**src/rtl/vdp_pkg.sv**
```systemverilog
// rtl/vdp_pkg.sv - shared codes, state encodings and status layout for the VDP port controller
//
// Purpose:
//   Command codes carried in the top two bits of the second control byte,
//   VRAM port FSM states, data-port action kinds and status byte bit positions.
package vdp_pkg;

  localparam logic [1:0] CODE_VRAM_RD = 2'd0;
  localparam logic [1:0] CODE_VRAM_WR = 2'd1;
  localparam logic [1:0] CODE_REG_WR  = 2'd2;
  localparam logic [1:0] CODE_CRAM_WR = 2'd3;

  typedef enum logic [1:0] {
    ST_IDLE   = 2'd0,
    ST_WR_REQ = 2'd1,
    ST_RD_REQ = 2'd2
  } vram_state_e;

  // Work items that need exclusive use of the VRAM port.
  typedef enum logic [1:0] {
    ACT_DATA_WR  = 2'd0,
    ACT_DATA_RD  = 2'd1,
    ACT_PREFETCH = 2'd2
  } port_act_e;

  localparam int STAT_FRAME = 7;
  localparam int STAT_OVF   = 6;
  localparam int STAT_COLL  = 5;

  function automatic logic [7:0] status_byte(input logic frame, input logic ovf, input logic coll);
    logic [7:0] s;
    s             = '0;
    s[STAT_FRAME] = frame;
    s[STAT_OVF]   = ovf;
    s[STAT_COLL]  = coll;
    return s;
  endfunction

endpackage

```
**src/rtl/vdp_vram_port.sv**
```systemverilog
// rtl/vdp_vram_port.sv - one-at-a-time VRAM request FSM with a 1-deep pending action slot
//
// Purpose:
//   Serialises data-port and prefetch actions onto the VRAM req/ack handshake.
//   An action arriving while an op is outstanding is parked (1 deep) and
//   released to the top once the port is idle again; wait_n stalls the Z80
//   while an action is parked.
// Ports:
//   clk, rst                        clock, synchronous active-high reset
//   data_wr_edge, data_rd_edge      data-port strobe rising edges
//   prefetch_req                    read-ahead request after a code-0 control write
//   data_i                          Z80 data byte captured with a data write
//   act_valid/act_kind/act_data     action the top must execute this clk
//   issue, issue_we, issue_addr,
//   issue_wdata                     VRAM op launched by the top (only while idle)
//   vram_req/we/addr/wdata, vram_ack  arbiter handshake
//   rd_done                         read op acked; vram_rdata valid this clk
//   wait_n                          low while an action is held back
module vdp_vram_port
  import vdp_pkg::*;
#(
  parameter int ADDR_W = 14
) (
  input  logic              clk,
  input  logic              rst,
  input  logic              data_wr_edge,
  input  logic              data_rd_edge,
  input  logic              prefetch_req,
  input  logic [7:0]        data_i,
  output logic              act_valid,
  output logic [1:0]        act_kind,
  output logic [7:0]        act_data,
  input  logic              issue,
  input  logic              issue_we,
  input  logic [ADDR_W-1:0] issue_addr,
  input  logic [7:0]        issue_wdata,
  output logic              vram_req,
  output logic              vram_we,
  output logic [ADDR_W-1:0] vram_addr,
  output logic [7:0]        vram_wdata,
  input  logic              vram_ack,
  output logic              rd_done,
  output logic              wait_n
);

  vram_state_e state_q, state_d;
  logic        pend_valid;
  port_act_e   pend_kind;
  logic [7:0]  pend_data;
  logic        new_evt;
  port_act_e   new_kind;
  logic        idle;

  always_ff @(posedge clk) begin
    if (rst) begin
      state_q    <= ST_IDLE;
      pend_valid <= 1'b0;
      pend_kind  <= ACT_DATA_WR;
      pend_data  <= 8'h00;
      vram_addr  <= '0;
      vram_wdata <= 8'h00;
    end else begin
      state_q <= state_d;
      if (idle && issue) begin
        vram_addr  <= issue_addr;
        vram_wdata <= issue_wdata;
      end
      if (idle) begin
        // The parked action is handed to the top now; a fresh edge in the
        // same clk takes its place in the slot.
        if (pend_valid) begin
          pend_valid <= new_evt;
          if (new_evt) begin
            pend_kind <= new_kind;
            pend_data <= data_i;
          end
        end
      end else if (new_evt && !pend_valid) begin
        pend_valid <= 1'b1;
        pend_kind  <= new_kind;
        pend_data  <= data_i;
      end
    end
  end

  always_comb begin
    state_d   = state_q;
    idle      = (state_q == ST_IDLE);
    new_evt   = data_wr_edge | data_rd_edge | prefetch_req;
    new_kind  = data_wr_edge ? ACT_DATA_WR : (data_rd_edge ? ACT_DATA_RD : ACT_PREFETCH);
    act_valid = idle & (pend_valid | new_evt);
    act_kind  = pend_valid ? pend_kind : new_kind;
    act_data  = pend_valid ? pend_data : data_i;
    vram_req  = !idle;
    vram_we   = (state_q == ST_WR_REQ);
    rd_done   = (state_q == ST_RD_REQ) && vram_ack;
    // Stall from the colliding edge itself, then for as long as it is parked.
    wait_n    = ~(pend_valid | (!idle & (data_wr_edge | data_rd_edge)));
    case (state_q)
      ST_IDLE:   if (issue) state_d = issue_we ? ST_WR_REQ : ST_RD_REQ;
      ST_WR_REQ: if (vram_ack) state_d = ST_IDLE;
      ST_RD_REQ: if (vram_ack) state_d = ST_IDLE;
      default:   state_d = ST_IDLE;
    endcase
  end

endmodule

```
**src/rtl/vdp_io_ctrl.sv**
```systemverilog
// rtl/vdp_io_ctrl.sv - Z80-side control/data port controller for the VDP
//
// Purpose:
//   Decodes control/data port strobes into register writes, CRAM writes and
//   VRAM reads/writes. Holds the 2-byte command latch, address/code, the
//   read-ahead buffer and the status flags.
// Ports:
//   clk, rst                           clock, synchronous active-high reset
//   control_wr/rd, control_i/o         control port (status byte out)
//   data_wr/rd, data_i/o               data port (read-ahead buffer out)
//   wait_n                             Z80 stall
//   frame_set, ovf_set, coll_set       renderer flag pulses
//   frame_ie, int_n                    frame interrupt
//   reg_we, reg_addr, reg_data         VDP register write
//   vram_*                             VRAM arbiter req/ack port
//   cram_we, cram_addr, cram_wdata     palette write
module vdp_io_ctrl
  import vdp_pkg::*;
#(
  parameter  int ADDR_W  = 14,
  parameter  int GG_MODE = 1,
  localparam int CRAM_AW = (GG_MODE != 0) ? 5 : 6,
  localparam int CRAM_DW = (GG_MODE != 0) ? 12 : 6
) (
  input  logic               clk,
  input  logic               rst,
  input  logic               control_wr,
  input  logic               control_rd,
  input  logic [7:0]         control_i,
  output logic [7:0]         control_o,
  input  logic               data_wr,
  input  logic               data_rd,
  input  logic [7:0]         data_i,
  output logic [7:0]         data_o,
  output logic               wait_n,
  input  logic               frame_set,
  input  logic               ovf_set,
  input  logic               coll_set,
  input  logic               frame_ie,
  output logic               int_n,
  output logic               reg_we,
  output logic [3:0]         reg_addr,
  output logic [7:0]         reg_data,
  output logic               vram_req,
  output logic               vram_we,
  output logic [ADDR_W-1:0]  vram_addr,
  output logic [7:0]         vram_wdata,
  input  logic               vram_ack,
  input  logic [7:0]         vram_rdata,
  output logic               cram_we,
  output logic [CRAM_AW-1:0] cram_addr,
  output logic [CRAM_DW-1:0] cram_wdata
);

  localparam bit IS_GG = (GG_MODE != 0);
  localparam logic [ADDR_W-1:0] ADDR_ONE = {{(ADDR_W-1){1'b0}}, 1'b1};

  logic              ctrl_wr_q, ctrl_rd_q, data_wr_q, data_rd_q;
  logic              ctrl_wr_rise, ctrl_rd_rise, data_wr_rise, data_rd_rise;
  logic [ADDR_W-1:0] addr;
  logic [1:0]        code;
  logic              first;
  logic [7:0]        buffer;
  logic [7:0]        cram_latch;
  logic              frame_flag, ovf_flag, coll_flag;
  logic              clr_q;
  logic              prefetch_q;
  logic              act_valid;
  logic [1:0]        act_kind;
  logic [7:0]        act_data;
  logic              rd_done;
  logic              issue, issue_we;
  logic [CRAM_AW-1:0] cram_addr_nx;
  logic [CRAM_DW-1:0] cram_wdata_nx;

  assign ctrl_wr_rise = control_wr & ~ctrl_wr_q;
  assign ctrl_rd_rise = control_rd & ~ctrl_rd_q;
  assign data_wr_rise = data_wr & ~data_wr_q;
  assign data_rd_rise = data_rd & ~data_rd_q;
  assign int_n        = ~(frame_flag & frame_ie);

  // CRAM writes never touch VRAM; every other data action does.
  assign issue    = act_valid & ~((act_kind == ACT_DATA_WR) && (code == CODE_CRAM_WR));
  assign issue_we = (act_kind == ACT_DATA_WR);

  generate
    if (IS_GG) begin : g_gg
      assign cram_addr_nx  = addr[5:1];
      assign cram_wdata_nx = {act_data[3:0], cram_latch};
    end else begin : g_sms
      assign cram_addr_nx  = {1'b0, addr[4:0]};
      assign cram_wdata_nx = act_data[5:0];
    end
  endgenerate

  vdp_vram_port #(.ADDR_W(ADDR_W)) u_port (
    .clk          (clk),
    .rst          (rst),
    .data_wr_edge (data_wr_rise),
    .data_rd_edge (data_rd_rise),
    .prefetch_req (prefetch_q),
    .data_i       (data_i),
    .act_valid    (act_valid),
    .act_kind     (act_kind),
    .act_data     (act_data),
    .issue        (issue),
    .issue_we     (issue_we),
    .issue_addr   (addr),
    .issue_wdata  (act_data),
    .vram_req     (vram_req),
    .vram_we      (vram_we),
    .vram_addr    (vram_addr),
    .vram_wdata   (vram_wdata),
    .vram_ack     (vram_ack),
    .rd_done      (rd_done),
    .wait_n       (wait_n)
  );

  always_ff @(posedge clk) begin
    if (rst) begin
      ctrl_wr_q  <= 1'b0;
      ctrl_rd_q  <= 1'b0;
      data_wr_q  <= 1'b0;
      data_rd_q  <= 1'b0;
      addr       <= '0;
      code       <= 2'd0;
      first      <= 1'b0;
      buffer     <= 8'h00;
      cram_latch <= 8'h00;
      frame_flag <= 1'b0;
      ovf_flag   <= 1'b0;
      coll_flag  <= 1'b0;
      clr_q      <= 1'b0;
      prefetch_q <= 1'b0;
      control_o  <= 8'h00;
      data_o     <= 8'h00;
      reg_we     <= 1'b0;
      reg_addr   <= 4'h0;
      reg_data   <= 8'h00;
      cram_we    <= 1'b0;
      cram_addr  <= '0;
      cram_wdata <= '0;
    end else begin
      ctrl_wr_q  <= control_wr;
      ctrl_rd_q  <= control_rd;
      data_wr_q  <= data_wr;
      data_rd_q  <= data_rd;
      reg_we     <= 1'b0;
      cram_we    <= 1'b0;
      prefetch_q <= 1'b0;
      clr_q      <= 1'b0;

      // A set pulse landing in the clear clk survives the clear.
      if (clr_q) begin
        frame_flag <= frame_set;
        ovf_flag   <= ovf_set;
        coll_flag  <= coll_set;
        first      <= 1'b0;
      end else begin
        frame_flag <= frame_flag | frame_set;
        ovf_flag   <= ovf_flag | ovf_set;
        coll_flag  <= coll_flag | coll_set;
      end

      if (rd_done) buffer <= vram_rdata;

      if (ctrl_rd_rise) begin
        control_o <= status_byte(frame_flag, ovf_flag, coll_flag);
        clr_q     <= 1'b1;
      end

      if (ctrl_wr_rise) begin
        if (!first) begin
          addr[7:0] <= control_i;
          first     <= 1'b1;
        end else begin
          code             <= control_i[7:6];
          addr[ADDR_W-1:8] <= control_i[ADDR_W-9:0];
          first            <= 1'b0;
          case (control_i[7:6])
            // Delayed one clk so the prefetch sees the new high address byte.
            CODE_VRAM_RD: prefetch_q <= 1'b1;
            CODE_REG_WR: begin
              reg_we   <= 1'b1;
              reg_addr <= control_i[3:0];
              reg_data <= addr[7:0];
            end
            default: ;
          endcase
        end
      end

      if (act_valid) begin
        addr <= addr + ADDR_ONE;
        case (act_kind)
          ACT_DATA_WR: begin
            first <= 1'b0;
            if (code == CODE_CRAM_WR) begin
              // GG colours are 12 bits: even address holds the low byte.
              if (IS_GG && !addr[0]) begin
                cram_latch <= act_data;
              end else begin
                cram_we    <= 1'b1;
                cram_addr  <= cram_addr_nx;
                cram_wdata <= cram_wdata_nx;
              end
            end else begin
              buffer <= act_data;
            end
          end
          ACT_DATA_RD: begin
            first  <= 1'b0;
            data_o <= buffer;
          end
          default: ;
        endcase
      end
    end
  end

endmodule
```
**config.mk**
```make
export PLATFORM = sky130hd
export DESIGN_NAME = vdp_io_ctrl
export DESIGN_NICKNAME = d
export VERILOG_FILES = /design/src/rtl/vdp_pkg.sv /design/src/rtl/vdp_vram_port.sv /design/src/rtl/vdp_io_ctrl.sv
export SDC_FILE = /design/constraint.sdc
export NUM_CORES = 1
export LEC_CHECK = 0
export ABC_CLOCK_PERIOD_IN_PS = 2000
export CAP_MARGIN = 20
export CORE_ASPECT_RATIO = 1.4
export CORE_MARGIN = 3
export CORE_UTILIZATION = 27
export DETAILED_ROUTE_END_ITERATION = 8
export SLEW_MARGIN = 20
export SYNTH_ARGS = -nofsm -noshare
export SYNTH_HDL_FRONTEND = slang
export SYNTH_SLANG_ARGS = --single-unit
```
**constraint.sdc**
```tcl
create_clock -name clk -period 2 [get_ports clk]
set_input_delay 0.3 -clock clk [delete_from_list [all_inputs] [get_ports clk]]
set_output_delay 0.3 -clock clk [all_outputs]
set_load 0.005 [all_outputs]
```
# == Word-level counts from Yosys, hierarchy flattened ==
# Index checks and enable logic that the tools add are counted.
# word_totals
register_bits,119
latchBits,0
ram_bits,0
rom_bits,0
inputBits,35
output_inout_bits,73
wordCells,132
mem_count,0
# classes
addsub,1
multipliers,0
n_div,0
order_cmp,0
n_eq_ne,10
n_shift,0
mux,39
bitwise_logic,28
reduce_logical,25
# op_table
operator,count
two-way mux 8 bit,10
two-way mux 14 bit,2
two-way mux 2 bit,10
two-way mux 1 bit,15
"adder 14 x 1 -> 14 bit, second input constant",1
inverter 1 bit,13
"!= test 2 x 1 -> 1 bit, second input constant",5
AND reduction 2 bit,5
bitwise AND 1 bit,8
AND reduction 4 bit,2
OR 1 bit,7
"equality test 2 bit, second input constant",3
zero test 2 bit,3
two-way mux 6 bit,1
AND reduction 3 bit,2
nonzero test 2 bit,3
"equality test 2 x 1 -> 1 bit, second input constant",2
logical AND 1 bit,4
one-hot mux 2 bit (2 select lines),1
OR reduction 2 bit,2
OR reduction 4 bit,1
OR reduction 3 bit,1
zero test 1 bit,2

# == Depth between registers and ports, before layout ==
# Gate-level depths: netlist of run 1.
# depth
ltp_word,11
mapped_depth,10
ltp_nobuf,7

# == Hierarchy ==
# From an unflattened synthesis of run 1, not the netlist that was laid out.
# hier_totals
cells_unflattened,550
area_unflattened_um2,5003.5
# modules_own_cells
module,n_inst,cells_each,area_per_inst_um2,seq_area_each_um2
vdp_io_ctrl,1,360,3427.0,1681.6
vdp_vram_port,1,190,1576.5,700.7

# == Worst setup path after synthesis of run 1 ==
# Ideal clock, no wire load.
# synth_timing
path_kind,register to register
startpoint,reg u_port.state_q[1]
endpoint,reg cram_wdata[4]
setup_time_ps,132
arrival_time_ps,1701
t_required_ps,1868
setup_slack_ps,167
path_stages_with_launch,11
path_buffers,3
period_less_slack_ps,1833
cell_sequence,dfxtp_1 > inv_1 > ha_1 > buf_4 > inv_2 > a31o_4 > or3_1 > buf_2 > buf_2 > nand2_1 > a21oi_1
# synth_via
elab_chain_len,3
# synth_rtl
element,line_no,source
"start, declared",vdp_vram_port.sv:46,"vram_state_e state_q, state_d;"
"start signal, assigned",vdp_vram_port.sv:63,state_q <= state_d;
zero test 2 bit,vdp_vram_port.sv:88,idle = (state_q == ST_IDLE);
bitwise AND 1 bit,vdp_vram_port.sv:91,act_valid = idle & (pend_valid | new_evt);
AND reduction 4 bit (no source line),n/a,
"end signal, assigned",vdp_io_ctrl.sv:205,cram_wdata <= cram_wdata_nx;
"end, declared",vdp_io_ctrl.sv:52,output logic [CRAM_DW-1:0] cram_wdata
# Every way passes these cells.
# A chain may end at the register's enable or synchronous reset.

# == Worst setup path after layout of run 1 ==
# layout_timing
startpoint,reg u_port.state_q[0]
endpoint,reg cram_latch[4]
# layout_via
elab_chain_len,3
# layout_rtl
element,line_no,source
zero test 2 bit,vdp_vram_port.sv:88,
bitwise AND 1 bit,vdp_vram_port.sv:91,
AND reduction 4 bit (no source line),n/a,
"end signal, assigned",vdp_io_ctrl.sv:201,cram_latch <= act_data;
"end, declared",vdp_io_ctrl.sv:64,logic [7:0] cram_latch;
# Every way passes these cells.

==> results.cfg, run 1 <==
[status]
status = completed

[yosys]
ys_top_cells_by_area = dfxtp_1 49%, nand2_1 7.7%, a21oi_1 6.4%, a211oi_1 6.0%, mux2i_1 5.8%
synth.most_common_cell = dfxtp_1
yosysSeqAreaShare_pct = 49.0
yosys_warnings = 0
syn_avg_cell_area_um2 = 8.72
synthFlopType = dfxtp_1
async_reset_ff_share_pct = 0
synth.ff_latch_count = 119
synth_common_cells = 119 x dfxtp_1, 100 x nand2_1, 62 x a21oi_1, 62 x nor2_1, 39 x a211oi_1
synthCells = 558
synth_enable_flop_cells = 0
yosysTopAreaCellShare_pct = 49.0
synth_area_leader_cell = dfxtp_1
synth.distinct_cells = 55
syn_area_um2 = 4860

[worst_setup_path]
cp-start-kind = register
worst_ep_required_time_ps = 2270
rr_startpoint = u_port.state_q[0]
path_cells = inv_1 > ha_2 > inv_2 > buf_4 > a31o_4 > nor4_4 > buf_4 > clkbuf_16 > a211oi_1
path_common_cell = buf_4
crit_start = u_port.state_q[0]
worstSetupEndpointType = register
cp_max_fo = 8
slowest_stage = nor4_4
worstPathArrival_ps = 2190
max_stage_delay_ps = 370
critical_path_class = reg -> reg

[die]
ios = 108
rows = 57
core_um2 = 17500
start_util_pct = 27.7
die_area_um2 = 19700
die_w_um = 119
die_h_um = 165

[finish]
final_nets = 727
diodes = 0
synthToLayoutAreaGrowth_pct = 44.0
drive_gt1_share_pct = 13.8
nFillCells = 1819

[pwr]
p_leak_uw = 0.00258
finalPower_uw = 8350
power.density_nw_per_um2 = 1190
ir_worst_vdd_uv = 631

[route]
antenna_left = 0
remaining_drc_errors = 0
via_count = 4288
drtIter0Drc = 183
viasPerCell = 4.58
routed_wl_mm = 13.3
firstDrtPassIters = 5
avgRoutedWirePerCell_um = 14.2

[worst_hold_path]
min_path_type = in -> reg
min-delay-start = rst

[clocking]
cts_made_buffers = 17
clock-sinks = 119
clk_latency_ps = 410
ctsHtreeMaxLevel = 4
cts_root_buf = clkbuf_16
clkTransAtPathRegs_ps = 60
clock_path_buffers = 2
cts_tree = done

[timing]
maxSlewHeadroom_pct = 58.8
finalHoldViolCount = 0
max_freq_mhz = 522
min_period_ps = 1910
tightest_slew_ps = 618
rsz0062_at_grt = false
slew_viol_final = 0
period_share_pct = 95.7
clock-skew-final_ps = 7.61
setup_violations = 0
holdWs_ps = 332

[global_route]
grt_pass1_vias = 4113
track_usage_pct = 13.7
overflow = 0
grt_antenna_before_repair = 0
grt_start_max_net_pins = 45
grt_pass1_wl_mm = 21.2

[placed_design]
io_buffers = 102
gp_congestion = 0.816
dp_hpwl_mm = 9.62

[job]
maxCapViolations = 0
==> logic make-up (layout without fill, tap and decap cells) <==
group | after synthesis | count (layout) | share of synthesized area [%]
AND/OR/NAND/NOR | 225 | 225 | 21.5
AO/OA/AOI/OAI | 132 | 132 | 17.5
flip-flops | 119 | 119 | 49.0
buffers and inverters | 47 | 186 | 4.78
multiplexers | 28 | 28 | 5.76
adder cells (fa/ha/maj) | 5 | 5 | 1.23
other | 1 | 5 | 0.0771
XOR/XNOR | 1 | 1 | 0.180
==> repair_timing <==
| item | 4_1_cts | 5_1_grt |
|---|---|---|
| gates cloned | 0 | 1 |
| pin swaps | 0 | 1 |
| endpoints found under the setup margin | 2 | 9 |
| resized for setup | 2 | 4 |
| hold buffers | 0 | 0 |
| buffers inserted | 2 | 1 |
==> per-layer routing <==
layer | routed length, um | global-route usage (%) | up-vias
met5 | 0 | 0 | -
met4 | 255 | 5.52 | 0
met3 | 436 | 3.36 | 17
met2 | 6790 | 23.6 | 92
met1 | 5790 | 16.3 | 1989
li1 | - | - | 2190
==> critical path, delay by kind of cell (launching register included) <==
family,cells,cell delay [ps]
compound gates,2,300
fa+ha+maj,1,190
buf+inv,5,590
flops,1,330
simple gates,1,370
==> sequential cells by signal (all words and copies together) (netlist names), 2 cells and up <==
register / flops
addr: 14
cram_wdata: 12
data_o: 8
u_port.state_q: 2
control_o: 3
reg_data: 8
reg_addr: 4
cram_latch: 8
u_port.vram_addr: 14
buffer: 8
code: 2
u_port.vram_wdata: 8
cram_addr: 5
u_port.pend_kind: 2
u_port.pend_data: 8
==> cell usage in the layout (no fill, tap or decap), types with 4 or more instances in the layout <==
master,n
clkinvlp_4,4
and3_1,11
nand4_1,5
nand2_1,100
a31oi_1,5
nor3_1,4
o21ai_0,7
nor3b_1,4
clkdlybuf4s50_1,100
clkinv_2,5
a211oi_1,39
mux2i_1,28
nand3_1,9
buf_12,7
buf_4,40
a21oi_1,62
nor2_1,62
conb_1,5
clkbuf_16,18
nor2b_1,9
dfxtp_1,118
==> cell type report <==
type	instances	area [um^2]	share of cell area, %
clock buffers	19	433	6.18
clock inverters	13	133	1.89
inverters	5	18.8	0.268
multi-input cells	396	2270	32.4
flip-flops and latches	119	2380	34.0
well taps	236	295	4.21
repair buffers	149	1470	21.0
==> worst paths after layout <==
check                                endpoint  slack [ps]  cells after the start
worst max-delay path            cram_latch[4]          90                      9
worst min-delay path                 ovf_flag         330                      2
worst max register to register  cram_latch[4]          90                      9
worst min register to register          clr_q         420                      1
==> stage by stage <==
step / setup TNS (ps) / instance area, um^2 / util (%) / setup slack [ps] / std cells
2_1_floorplan: 0 / 4880 / - / 167 / 562
3_3_place_gp: -2940 / 6390 / 36.4 / -128 / 901
3_5_place_dp: -4140 / 6390 / 36.4 / -161 / 901
4_1_cts: 0 / 6980 / 39.8 / 44.2 / 935
5_1_grt: 0 / 7010 / 39.9 / 7.37 / 937
6_report: 0 / 7010 / 39.9 / 86.0 / 937
==> report_power, final <==
group	switching, uW	internal (uW)
clock	1080	1820
combinational	1280	1250
sequential	223	2690
total	2590	5760
(Power assumes the default switching activity.)
==> run 2, diff against run 1 <==
SKIP_CTS_REPAIR_TIMING = 1   (was unset)
==> run 2 against run 1 <==
- sequential cell count did not move
- total power fell by 0.48%
- non-clock buffer count fell by 4
- clock-buffer cell count did not move
- hold slack got worse by 0.95 ps
==> results.cfg, run 2 (synthesis results as in run 1) <==
[status]
status = completed

[worst_setup_path]
cp-start-kind = register
max_stage_delay_ps = 500
cp_max_fo = 3
slowest_stage = clkdlybuf4s50_1
worstPathArrival_ps = 1490
worstSetupEndpointType = primary output
path_cells = inv_1 > ha_1 > clkdlybuf4s50_1
worst_ep_required_time_ps = 1700
critical_path_class = reg -> out

[finish]
synthToLayoutAreaGrowth_pct = 43.2
final_cell_mix = 118 x dfxtp_1, 100 x nand2_1, 99 x clkdlybuf4s50_1, 62 x a21oi_1, 62 x nor2_1
drive_gt1_share_pct = 12.9
final_common_cell = dfxtp_1
largestRegisters = addr x14, u_port.vram_addr x14, cram_wdata x12
final_nets = 723
diodes = 0
final_core_util_pct = 39.7

[pwr]
finalPower_uw = 8310
power.density_nw_per_um2 = 1190
ir_worst_vdd_uv = 636
p_leak_uw = 0.00258

[route]
via_count = 4241
firstDrtPassIters = 5
remaining_drc_errors = 0
drtIter0Drc = 160
viasPerCell = 4.55
routed_wl_mm = 13.2
avgRoutedWirePerCell_um = 14.1
antenna_left = 0

[timing]
setup_violations = 0
maxSlewHeadroom_pct = 58.8
period_share_pct = 89.7
fin_setup_tns_ps = 0
tightest_slew_ps = 617
finalHoldViolCount = 0
clock-skew-final_ps = 7.31
rsz0062_at_grt = false
min_period_ps = 1790
max_freq_mhz = 557
slew_viol_final = 0

[clocking]
clock-sinks = 119
clk_latency_ps = 410
cts_tree = done
clkTransAtPathRegs_ps = 60
ctsHtreeMaxLevel = 4
cts_root_buf = clkbuf_16
clock_path_buffers = 2
cts_made_buffers = 17

[die]
core_um2 = 17500
die_h_um = 165
start_util_pct = 27.7
die_w_um = 119
die_area_um2 = 19700
ios = 108
rows = 57

[placed_design]
io_buffers = 102
gp_congestion = 0.816
dp_hpwl_mm = 9.62

[global_route]
grt_pass1_vias = 4104
grt_start_max_net_pins = 45
grt_pass1_wl_mm = 21.2
track_usage_pct = 13.6
grt_antenna_before_repair = 0
overflow = 0

[job]
maxCapViolations = 0

[worst_hold_path]
min_path_type = in -> reg
## run 2: changes by cell type in the layout (fill, tap and decap cells not counted), sizes merged
| cell | delta |
|---|---|
| dlymetal6s2s | +2 |
| buf | -3 |
| clkdlybuf4s50 | -1 |
| clkbuf | -2 |
## run 2: power by group
group,switching [uW],leakage (uW),internal (uW)
Combinational,1270,0.00134,1220
Sequential,221,0.000968,2690
Clock,1090,0.000268,1820
## run 2: area by class of cell
type | instances | area [um^2]
Tap cell | 236 | 295
Clock inverter | 13 | 133
Timing Repair Buffer | 145 | 1430
Clock buffer | 19 | 433
Fill cell | 1821 | 10600
Multi-Input combinational cell | 396 | 2270
Inverter | 5 | 18.8
Sequential cell | 119 | 2380
## run 2: worst paths after layout
kind         slack, ps  cells past startpoint         startpoint             to
max                210                      3  u_port.state_q[1]        vram_we
min                330                      2                rst       ovf_flag
max reg2reg        250                      8  u_port.state_q[1]  cram_wdata[0]
min reg2reg        420                      1          ctrl_rd_q          clr_q
## run 2: per-stage QoR
stage | instance area, um^2 | hold slack (ps) | worst slack (ps) | cells
after global routing | 6970 | 350 | 70.8 | 933
after global placement | 6390 | 401 | -128 | 901
final | 6970 | 331 | 206 | 933
after floorplan | 4880 | 378 | 167 | 562
after CTS | 6960 | 334 | -86.5 | 933
after detailed placement | 6390 | 416 | -161 | 901
## run 2: routing by layer
layer,vias up,routed length [um],track usage [%]
met2,94,6640,23.5
li1,2184,-,-
met5,-,0,0
met1,1946,5780,16.2
met3,17,509,3.36
met4,0,242,5.52
## run 2: critical path, delay by kind of cell (launching register included)
family                   cells  cell delay [ps]
buffers and inverters        2              600
adder cells (fa/ha/maj)      1              180
flip-flops                   1              310
